## src/rtl/rect_writer.sv

```systemverilog
// Fills an axis-aligned rectangle, clipped to the screen, into an image RAM write port.
// Pixels stream one per cycle in raster order; a one-cycle done pulse marks completion.
module rect_writer #(
  parameter logic [7:0] XMAX = 8'd160,
  parameter logic [6:0] YMAX = 7'd120
) (
  input  logic       clk,
  input  logic       reset,
  input  logic       start,
  input  logic [7:0] x0,
  input  logic [6:0] y0,
  input  logic [7:0] width,
  input  logic [6:0] height,
  input  logic [2:0] color,
  output logic       busy,
  output logic       done,
  output logic [7:0] x_write,
  output logic [6:0] y_write,
  output logic [2:0] color_in,
  output logic       wren
);

  typedef enum logic [1:0] {
    IDLE  = 2'd0,
    WRITE = 2'd1,
    DONE  = 2'd2
  } state_t;

  state_t     state_q, state_d;
  logic [7:0] xc_q, xc_d;
  logic [6:0] yc_q, yc_d;
  logic [7:0] xs_q, xs_d;
  logic [8:0] xend_q, xend_d;
  logic [7:0] yend_q, yend_d;
  logic [2:0] color_q, color_d;
  logic       busy_q, busy_d;
  logic       done_q, done_d;
  logic       wren_q, wren_d;
  logic [7:0] x_write_q, x_write_d;
  logic [6:0] y_write_q, y_write_d;
  logic [2:0] color_in_q, color_in_d;

  logic [8:0] x_sum_s, x_lim_s;
  logic [7:0] y_sum_s, y_lim_s;
  logic       empty_s, x_last_s, y_last_s;

  // Clipped bounds use one extra bit so x0+width never wraps before the min().
  assign x_sum_s  = {1'b0, x0} + {1'b0, width};
  assign y_sum_s  = {1'b0, y0} + {1'b0, height};
  assign x_lim_s  = (x_sum_s > {1'b0, XMAX}) ? {1'b0, XMAX} : x_sum_s;
  assign y_lim_s  = (y_sum_s > {1'b0, YMAX}) ? {1'b0, YMAX} : y_sum_s;
  assign empty_s  = (width == 8'd0) || (height == 7'd0) || (x0 >= XMAX) || (y0 >= YMAX);
  assign x_last_s = ({1'b0, xc_q} == (xend_q - 9'd1));
  assign y_last_s = ({1'b0, yc_q} == (yend_q - 8'd1));

  // Next-state and next-output logic; outputs describe the pixel shown in the following cycle.
  always_comb begin
    state_d    = state_q;
    xc_d       = xc_q;
    yc_d       = yc_q;
    xs_d       = xs_q;
    xend_d     = xend_q;
    yend_d     = yend_q;
    color_d    = color_q;
    busy_d     = busy_q;
    done_d     = done_q;
    wren_d     = wren_q;
    x_write_d  = x_write_q;
    y_write_d  = y_write_q;
    color_in_d = color_in_q;
    case (state_q)
      IDLE: begin
        if (start) begin
          xs_d    = x0;
          color_d = color;
          xend_d  = x_lim_s;
          yend_d  = y_lim_s;
          xc_d    = x0;
          yc_d    = y0;
          busy_d  = 1'b1;
          if (empty_s) begin
            state_d = DONE;
            done_d  = 1'b1;
            wren_d  = 1'b0;
          end else begin
            state_d    = WRITE;
            done_d     = 1'b0;
            wren_d     = 1'b1;
            x_write_d  = x0;
            y_write_d  = y0;
            color_in_d = color;
          end
        end else begin
          busy_d = 1'b0;
          done_d = 1'b0;
          wren_d = 1'b0;
        end
      end
      WRITE: begin
        if (x_last_s && y_last_s) begin
          state_d = DONE;
          wren_d  = 1'b0;
          done_d  = 1'b1;
        end else if (x_last_s) begin
          xc_d      = xs_q;
          yc_d      = yc_q + 7'd1;
          wren_d    = 1'b1;
          x_write_d = xs_q;
          y_write_d = yc_q + 7'd1;
        end else begin
          xc_d      = xc_q + 8'd1;
          wren_d    = 1'b1;
          x_write_d = xc_q + 8'd1;
        end
      end
      DONE: begin
        state_d = IDLE;
        busy_d  = 1'b0;
        done_d  = 1'b0;
        wren_d  = 1'b0;
      end
      default: begin
        state_d = IDLE;
        busy_d  = 1'b0;
        done_d  = 1'b0;
        wren_d  = 1'b0;
      end
    endcase
  end

  // State and output registers with synchronous active-low reset.
  always_ff @(posedge clk) begin
    if (!reset) begin
      state_q    <= IDLE;
      xc_q       <= 8'd0;
      yc_q       <= 7'd0;
      xs_q       <= 8'd0;
      xend_q     <= 9'd0;
      yend_q     <= 8'd0;
      color_q    <= 3'd0;
      busy_q     <= 1'b0;
      done_q     <= 1'b0;
      wren_q     <= 1'b0;
      x_write_q  <= 8'd0;
      y_write_q  <= 7'd0;
      color_in_q <= 3'd0;
    end else begin
      state_q    <= state_d;
      xc_q       <= xc_d;
      yc_q       <= yc_d;
      xs_q       <= xs_d;
      xend_q     <= xend_d;
      yend_q     <= yend_d;
      color_q    <= color_d;
      busy_q     <= busy_d;
      done_q     <= done_d;
      wren_q     <= wren_d;
      x_write_q  <= x_write_d;
      y_write_q  <= y_write_d;
      color_in_q <= color_in_d;
    end
  end

  assign busy     = busy_q;
  assign done     = done_q;
  assign wren     = wren_q;
  assign x_write  = x_write_q;
  assign y_write  = y_write_q;
  assign color_in = color_in_q;

endmodule

```

## config.mk

```make
export PLATFORM = sky130hd
export DESIGN_NAME = rect_writer
export DESIGN_NICKNAME = d
export VERILOG_FILES = /design/src/rtl/rect_writer.sv
export SDC_FILE = /design/constraint.sdc
export NUM_CORES = 1
export LEC_CHECK = 0
export BUFFER_PORTS_ARGS = -buffer_cell sky130_fd_sc_hd__buf_2
export CORE_MARGIN = 2
export CORE_UTILIZATION = 54
export CTS_BUF_LIST = sky130_fd_sc_hd__clkbuf_2 sky130_fd_sc_hd__clkbuf_4 sky130_fd_sc_hd__clkbuf_8
export CTS_CLUSTER_SIZE = 16
export DETAILED_ROUTE_END_ITERATION = 6
export GPL_ROUTABILITY_DRIVEN = 0
export PLACE_DENSITY = 0.76
export SLEW_MARGIN = 15
export SYNTH_ARGS = -nofsm -noshare
export SYNTH_HDL_FRONTEND = slang
export SYNTH_SLANG_ARGS = --single-unit
```

## constraint.sdc

```tcl
create_clock -name clk -period 5.3 [get_ports clk]
set_input_delay 1.06 -clock clk [delete_from_list [all_inputs] [get_ports clk]]
set_output_delay 1.06 -clock clk [all_outputs]
set_load 0.005 [all_outputs]
```

==> summary.txt, run 1 <==
CTS
  • Clock Tree Root: clkbuf_8
  • CTS Hold Bufs: 0
  • Htree depth: 3
  • Setup bufs post-CTS: 0
  • CTS clk-pin slew, worst paths: 0.08 ns
  • Post-cts resize count: 0
  • CTS buffer count: 9
  • CTS Sinks: 63
  • CTS tree: done
  • Worst-Skew Late Latency: 0.36 ns
  • Maximum clock insertion buffer count: 2

Route
  • Initial DRC count: about 240
  • DRT antenna net count: 0
  • Final wirelength: 10.84 mm
  • Via Count: ~4000
  • Wire length per cell: 16.75 µm
  • DRC: 0
  • TritonRoute pass-1 iters: 5
  • Vias per inst: between 6 and 7

Logic synthesis
  • Synth Cell Area: 4165 µm²
  • Post-synthesis sequential area ratio: 30.28%
  • Post-synth cell types: 75
  • EDFF count, synth: 0
  • Synthesized net count: 550
  • Cell count after synthesis: 493
  • Ys flop type: dfxtp_1
  • Synthesized area per cell: between 8 and 9 µm²
  • #FFs+latches synth: 63
  • Share of async-settable or async-resettable flops after synthesis: 0%
  • Syn. warnings: 0

Global routing
  • Gr ovfl total: 0
  • Pin count of the biggest net entering global routing: 50
  • Total GRT Usage: a little over a quarter
  • First-pass GRT wire length: 17.98 mm
  • Antenna violations before repair: 0
  • Number of global-route vias before repair: 3673

Worst hold path
  • Hold worst-path end: y_write[6]$_SDFFE_PN0P_
  • Cell depth of the worst hold path: 2
  • Worst Hold Class: register to register
  • Hold_sp: y_write[6]$_SDFFE_PN0P_

Layout
  • Most frequent cells in the layout: 63 x dfxtp_1, 56 x nand2_1, 56 x buf_2
  • Final nets: 597
  • Fin cells: between 600 and 700
  • Share of cells above drive strength 1: 18.35%
  • Most common cell after layout, fill and taps aside: dfxtp_1
  • Final instance area: 4701 µm²
  • # diodes: 0
  • P&R area growth vs syn: 12.86%

Setup path
  • CP max FO: 13
  • Kind of start point of the critical path: register
  • Worst reg2reg setup slack: 1.99 ns
  • RR Endpoint: y_write[0]$_SDFFE_PN0P_
  • Reg2reg start: xend_q[0]$_SDFFE_PN0P_
  • Crit path capture type: register
  • CP Data Arrival Time: approximately 3.6 ns
  • Critical Path RT: between 5 and 6 ns
  • Cells on worst reg2reg path: 9
  • Critical path class: register to register

Status
  • Status: finished, final reports clean

Placement
  • Port bufs: 56
  • Placed cell count: 631
  • DP Area: 4502 µm²
  • Dpl hpwl: 7.969 mm

Pwr
  • Design Power: between 1 and 1.5 mW
  • Switch share: between 30% and 40%
  • Maximum vdd drop: 0.0001786 V
  • Clk pwr share: a little under a third
  • Net switching power: 0.4833 mW
  • Leak: around 2.0 nW
  • Total power divided by cell area: 298.1 nW/µm²
  • Reg power frac: approximately 40%
  • Logic gate share of total power: between 20% and 30%
  • P_int: a little over 0.9 mW

STA
  • Hold Vio Cnt, Final: 0
  • Max_slew headroom: between 40% and 50%
  • Final setup fails: 0
  • RSZ-0062 raised after global routing: false
  • Tmin final: between 3 and 4 ns
  • Max-slew violations: 0
  • Clock skew: 0.01465 ns
  • Final period util: about 63%
  • Peak Freq: 0.3019 GHz
  • Worst slew pin tran: 0.8365 ns
  • Setup TNS: 0 ns

Floorplan
  • Rows: 32
  • I/O pin count: 57
  • Chip width: 91.83 µm
  • Total core area: ~7600 µm²
  • Die Y: 91.83 µm
  • Starting Density: 54.75%
  • DIE AREA: 8432 µm²

Flow run
  • Max Cap Viol: 0
area by class of cell:
cell class	count	area, µm²
clock buffers	11	138.9
clock inverters	5	58.81
fillers	683	2907
inverters	27	101.3
multi-input cells	379	2703
flip-flops and latches	63	1261
well taps	102	127.6
repair buffers	60	310.3
cell families (layout without fill, tap and decap cells):
logic type	count (synthesis)	count (layout)	synth area share [%]
simple gates	175	175	21.48
flops	63	63	30.28
xor+xnor	32	32	6.729
buf+inv	51	103	4.866
fa+ha+maj	21	21	6.669
mux	16	16	3.845
compound gates	135	135	26.13
worst max-delay path by stage:
stage | startpoint | endpoint | slack (ns) | cells after the start
finish | xend_q[0]$_SDFFE_PN0P_ | y_write[0]$_SDFFE_PN0P_ | 1.99 | 9
global route | xend_q[0]$_SDFFE_PN0P_ | y_write[0]$_SDFFE_PN0P_ | 1.64 | 9
CTS | xend_q[0]$_SDFFE_PN0P_ | y_write[0]$_SDFFE_PN0P_ | 1.92 | 9
detailed placement | width[0] | xend_q[1]$_SDFFE_PN0P_ | 1.68 | 11
global placement | width[0] | xend_q[1]$_SDFFE_PN0P_ | 1.74 | 11
floorplan | width[0] | xend_q[0]$_SDFFE_PN0P_ | 2.18 | 10
sequential cells by signal (all words and copies together) (netlist names):
register	flops
busy	1
color_in	3
done	1
state_q	2
wren	1
x_write	8
xc_q	8
xend_q	9
xs_q	8
y_write	7
yc_q	7
yend_q	8
metrics by stage:
step                      hold slack [ns]  utilization [%]  worst slack [ns]
final                              0.4558            61.79             1.987
after global routing               0.4692            61.79             1.636
after CTS                          0.4576            61.78             1.924
after detailed placement           0.4428            59.18             1.682
after global placement             0.4382            59.18             1.739
after floorplan                    0.4320                -             2.176
power groups by stage:
| stage | Combinational (mW) | Sequential, mW | Clock, mW |
|---|---|---|---|
| 3_5_place_dp | 0.395 | 0.584 | 0 |
| 2_1_floorplan | 0.304 | 0.563 | 0 |
| 3_3_place_gp | 0.385 | 0.581 | 0 |
| 4_1_cts | 0.398 | 0.573 | 0.429 |
| 5_1_grt | 0.447 | 0.581 | 0.445 |
| 6_report | 0.401 | 0.575 | 0.425 |
cell usage after synthesis (all sizes together) (5+ instances only):
cell    number  share of area (%)
buf          6               0.81
and2         6               0.90
a211oi       6                1.1
ha          19                5.7
nand2       56                5.0
xor2        13                2.7
inv         27                2.4
o211ai      14                2.5
o221a        9                2.4
nor3        14                1.8
nor4         9                1.9
dfxtp       63                 30
nor2        36                3.3
nor2b        6               0.90
a21o         5               0.90
a32o         6                1.4
a21oi       28                3.5
clkbuf      18                1.6
nand3       15                1.8
nand2b       6               0.90
and3         7                1.1
xnor2       19                4.0
mux2i       16                3.8
o41ai        6                2.2
o21ai       17                2.1
layer usage:
metal	up-vias	global-route usage [%]	part of all wire [%]
met3	23	4.848	7.4
met2	154	40.99	44
met1	1871	37.02	46
met4	0	9.204	2.3
met5	-	0	0
li1	1907	-	-
worst max-delay path, cell delays in order (launching register included):
cell and delay, ns:
dfxtp_1 0.37, inv_1 0.08, ha_1 0.19, nor3b_1 0.45
nand2b_1 0.17, o2bb2ai_1 0.15, o2111ai_2 0.47, o41ai_4 0.87
o211ai_1 0.27, o211a_1 0.19
(Power assumes the default switching activity.)
==> run 2, diff against run 1 <==
ABC_AREA = 1   (was unset)
PLACE_DENSITY = 0.79   (was 0.76)
clock period = 2.8 ns   (was 5.3 ns; I/O delays follow)
==> run 2 against run 1 <==
Compared with the run above:
- combinational power up 120%
- register-to-register slack worse by 1.7 ns
- core utilization up 2.4 points
- final area down 1.0%
- hold slack worse by 0.0064 ns
- die area down 2.3%
- power up 100%
- via count up 3.9%
- synthesized cell count up 27%
- critical path type unchanged
- critical endpoint is now yc_q[5]$_SDFFE_PN0P_
- highest routed layer unchanged
==> summary.txt, run 2 <==
Logic synthesis
  • Largest family of logic cells by synthesized area: simple AND/OR/NAND/NOR gates
  • Adder-Cell Fraction of Synth Area: 6.833%
  • EDFF count, synth: 0
  • #FFs+latches synth: 63
  • Top cells by area, synth: dfxtp_1 31%, nand2_1 15%, inv_1 6.9%
  • Leading area contributor after synthesis: dfxtp_1
  • Synthesized area per cell: 6.473 µm²
  • Yosys top cell area share: 31.02%
  • Simple-gate area share of the yosys netlist: 34.32%
  • Mux contribution to synthesized area: 0.2462%
  • Synth Area in Compound Gates: 12.13%
  • Share of async-settable or async-resettable flops after synthesis: 0%
  • Synthesized net count: just under 700
  • Post-synthesis sequential area ratio: 31.02%
  • Post-synth cell types: 36
  • Most common cell in the synthesized netlist: nand2_1
  • Synth cell count leaders: 161 x nand2_1, 75 x inv_1, 75 x nor2_1
  • Cell count after synthesis: 628
  • Ys flop type: dfxtp_1
  • Synth Cell Area: just over 4000 µm²
  • Syn. warnings: 0
  • Xor/xnor cell area share of the yosys netlist: 6.033%

Pwr
  • Leak: 2.307 nW
  • Total power divided by cell area: 607.5 nW/µm²
  • Design Power: ~2.8 mW
  • Maximum vdd drop: 0.0002555 V

CTS
  • CTS buffer count: 9
  • Clock Tree Root: clkbuf_8
  • Maximum clock insertion buffer count: 2
  • CTS clk-pin slew, worst paths: approximately 0.070 ns
  • CTS Sinks: 63
  • CTS tree: done
  • Setup bufs post-CTS: 0
  • Worst-Skew Late Latency: 0.34 ns
  • Htree depth: 3
  • Post-cts resize count: 0
  • CTS Hold Bufs: 0

Setup path
  • Reg2reg start: xend_q[0]$_SDFFE_PN0P_
  • CP Data Arrival Time: about 2.8 ns
  • Critical Path RT: ~3.1 ns
  • RR Endpoint: yc_q[5]$_SDFFE_PN0P_
  • Worst reg2reg setup slack: 0.28 ns
  • Crit path capture type: register
  • Kind of start point of the critical path: register
  • Critical path class: register to register
  • Cells on worst reg2reg path: 17
  • CP max FO: 28

Placement
  • Dpl hpwl: 7.546 mm
  • Pre-CTS WS: 0.2058 ns
  • Placed cell count: around 770
  • Port bufs: 56

Floorplan
  • Die Y: 90.77 µm
  • Starting Density: 56.05%
  • Rows: 31
  • Chip width: just over 90 µm
  • Total core area: around 7300 µm²
  • DIE AREA: 8238 µm²
  • I/O pin count: 57

Layout
  • # diodes: 0
  • P&R area growth vs syn: 14.47%
  • Most flop-heavy register: xend_q
  • Most frequent cells in the layout: 161 x nand2_1, 75 x inv_1, 75 x nor2_1
  • Final nets: between 700 and 800
  • Fin cells: 787
  • Max reg flops: 9
  • Share of cells above drive strength 1: between 10 and 15%
  • Final-layout fill cell count: between 700 and 800
  • Most common cell after layout, fill and taps aside: nand2_1

Status
  • Status: finished, final reports clean

Global routing
  • Gr ovfl total: 0
  • Number of global-route vias before repair: about 3700
  • Antenna violations before repair: 0
  • Total GRT Usage: 24.53%
  • Pin count of the biggest net entering global routing: 37
  • First-pass GRT wire length: 16.51 mm

Worst hold path
  • Worst Hold Class: register to register
  • Hold_sp: color_in[0]$_SDFFE_PN0P_
  • Hold worst-path end: color_in[0]$_SDFFE_PN0P_
  • Cell depth of the worst hold path: 2

STA
  • Tmin final: ~2.5 ns
  • RSZ-0062 raised after global routing: false
  • Final setup fails: 0
  • Max_slew headroom: 69.35%
  • Hold Vio Cnt, Final: 0
  • Final period util: roughly nine tenths
  • Peak Freq: 0.3973 GHz
  • Max-slew violations: 0
  • Clock skew: 0.007443 ns
  • Final WS setup: 0.2831 ns
  • Worst slew pin tran: 0.4598 ns
  • Setup TNS: 0 ns

Route
  • Initial DRC count: approximately 190
  • Via Count: 4110
  • Final wirelength: 9.849 mm
  • DRC: 0
  • DRT antenna net count: 0
  • Vias per inst: 5.222
  • TritonRoute pass-1 iters: 5
  • Wire length per cell: roughly 13 µm

Flow run
  • Max Cap Viol: 0
## run 2: cell types whose count changed in the layout (fill, tap and decap cells not counted), sizes merged, moves of 10 or more
cell / previous run / this run
o211ai: 14 / 1
nand4: 2 / 12
nor2: 36 / 78
o21ai: 17 / 40
inv: 27 / 79
nand2: 56 / 167
a21oi: 28 / 51
nand3: 15 / 48
mux2i: 16 / 1
## run 2: report_power, final
part | internal, mW | leakage [nW] | switching [mW]
registers | 1.00 | 0.519 | 0.0922
clock network | 0.504 | 0.108 | 0.342
logic | 0.342 | 1.68 | 0.544
## run 2: worst max-delay path, cell delays in order, from the launching register on
cell     delay (ns)
dfxtp_1        0.39
inv_1          0.12
ha_1           0.32
inv_1          0.06
nand2_1        0.04
nand2_1        0.06
nand2_1        0.04
nor2_1         0.09
nand3_1        0.06
nor2_1         0.12
nand2_2        0.10
nor2_8         0.19
nand2_2        0.08
nand2_2        0.12
nand2_4        0.20
nand2_1        0.22
nand2_1        0.08
a21oi_1        0.14
## run 2: worst max-delay path by stage
stage	from	end	slack, ns	depth (start not counted)
floorplan	width[0]	xend_q[5]$_SDFFE_PN0P_	0.53	14
global placement	x0[0]	xend_q[5]$_SDFFE_PN0P_	0.32	15
detailed placement	x0[0]	xend_q[5]$_SDFFE_PN0P_	0.21	15
CTS	xend_q[0]$_SDFFE_PN0P_	yc_q[5]$_SDFFE_PN0P_	0.28	17
global route	xend_q[0]$_SDFFE_PN0P_	y_write[4]$_SDFFE_PN0P_	0.04	18
finish	xend_q[0]$_SDFFE_PN0P_	yc_q[5]$_SDFFE_PN0P_	0.28	17
## run 2: cell families after synthesis
logic type	count (synthesis)
AOI/OAI and AO/OA	96
muxes	1
buffers and inverters	98
DFF	63
adders and majority gates	21
and+or+nand+nor	321
xor gates and xnor gates	28
## run 2: per-stage QoR
| stage | utilization [%] | area [µm²] | hold WS [ns] |
|---|---|---|---|
| 2_1_floorplan | - | 4065 | 0.4298 |
| 3_3_place_gp | 61.17 | 4437 | 0.4345 |
| 3_5_place_dp | 61.17 | 4437 | 0.4444 |
| 4_1_cts | 64.15 | 4653 | 0.4533 |
| 5_1_grt | 64.15 | 4653 | 0.4703 |
| 6_report | 64.15 | 4653 | 0.4494 |
## run 2: metal layers
metal | global-route usage, % | up-vias | wire length (µm)
met4 | 7.051 | 0 | 133
met3 | 4.591 | 13 | 570
met5 | 0 | - | 0
li1 | - | 2119 | -
met2 | 38.37 | 126 | 4343
met1 | 34.44 | 1852 | 4802
## run 2: cell type report
cell class / instances / area, µm² / share of cell area, %
Sequential cell: 63 / 1261 / 27.10
Multi-Input combinational cell: 467 / 2421 / 52.03
Clock inverter: 2 / 37.54 / 0.8067
Inverter: 81 / 305.3 / 6.561
Clock buffer: 13 / 178.9 / 3.845
Timing Repair Buffer: 62 / 325.3 / 6.991
Tap cell: 99 / 123.9 / 2.662
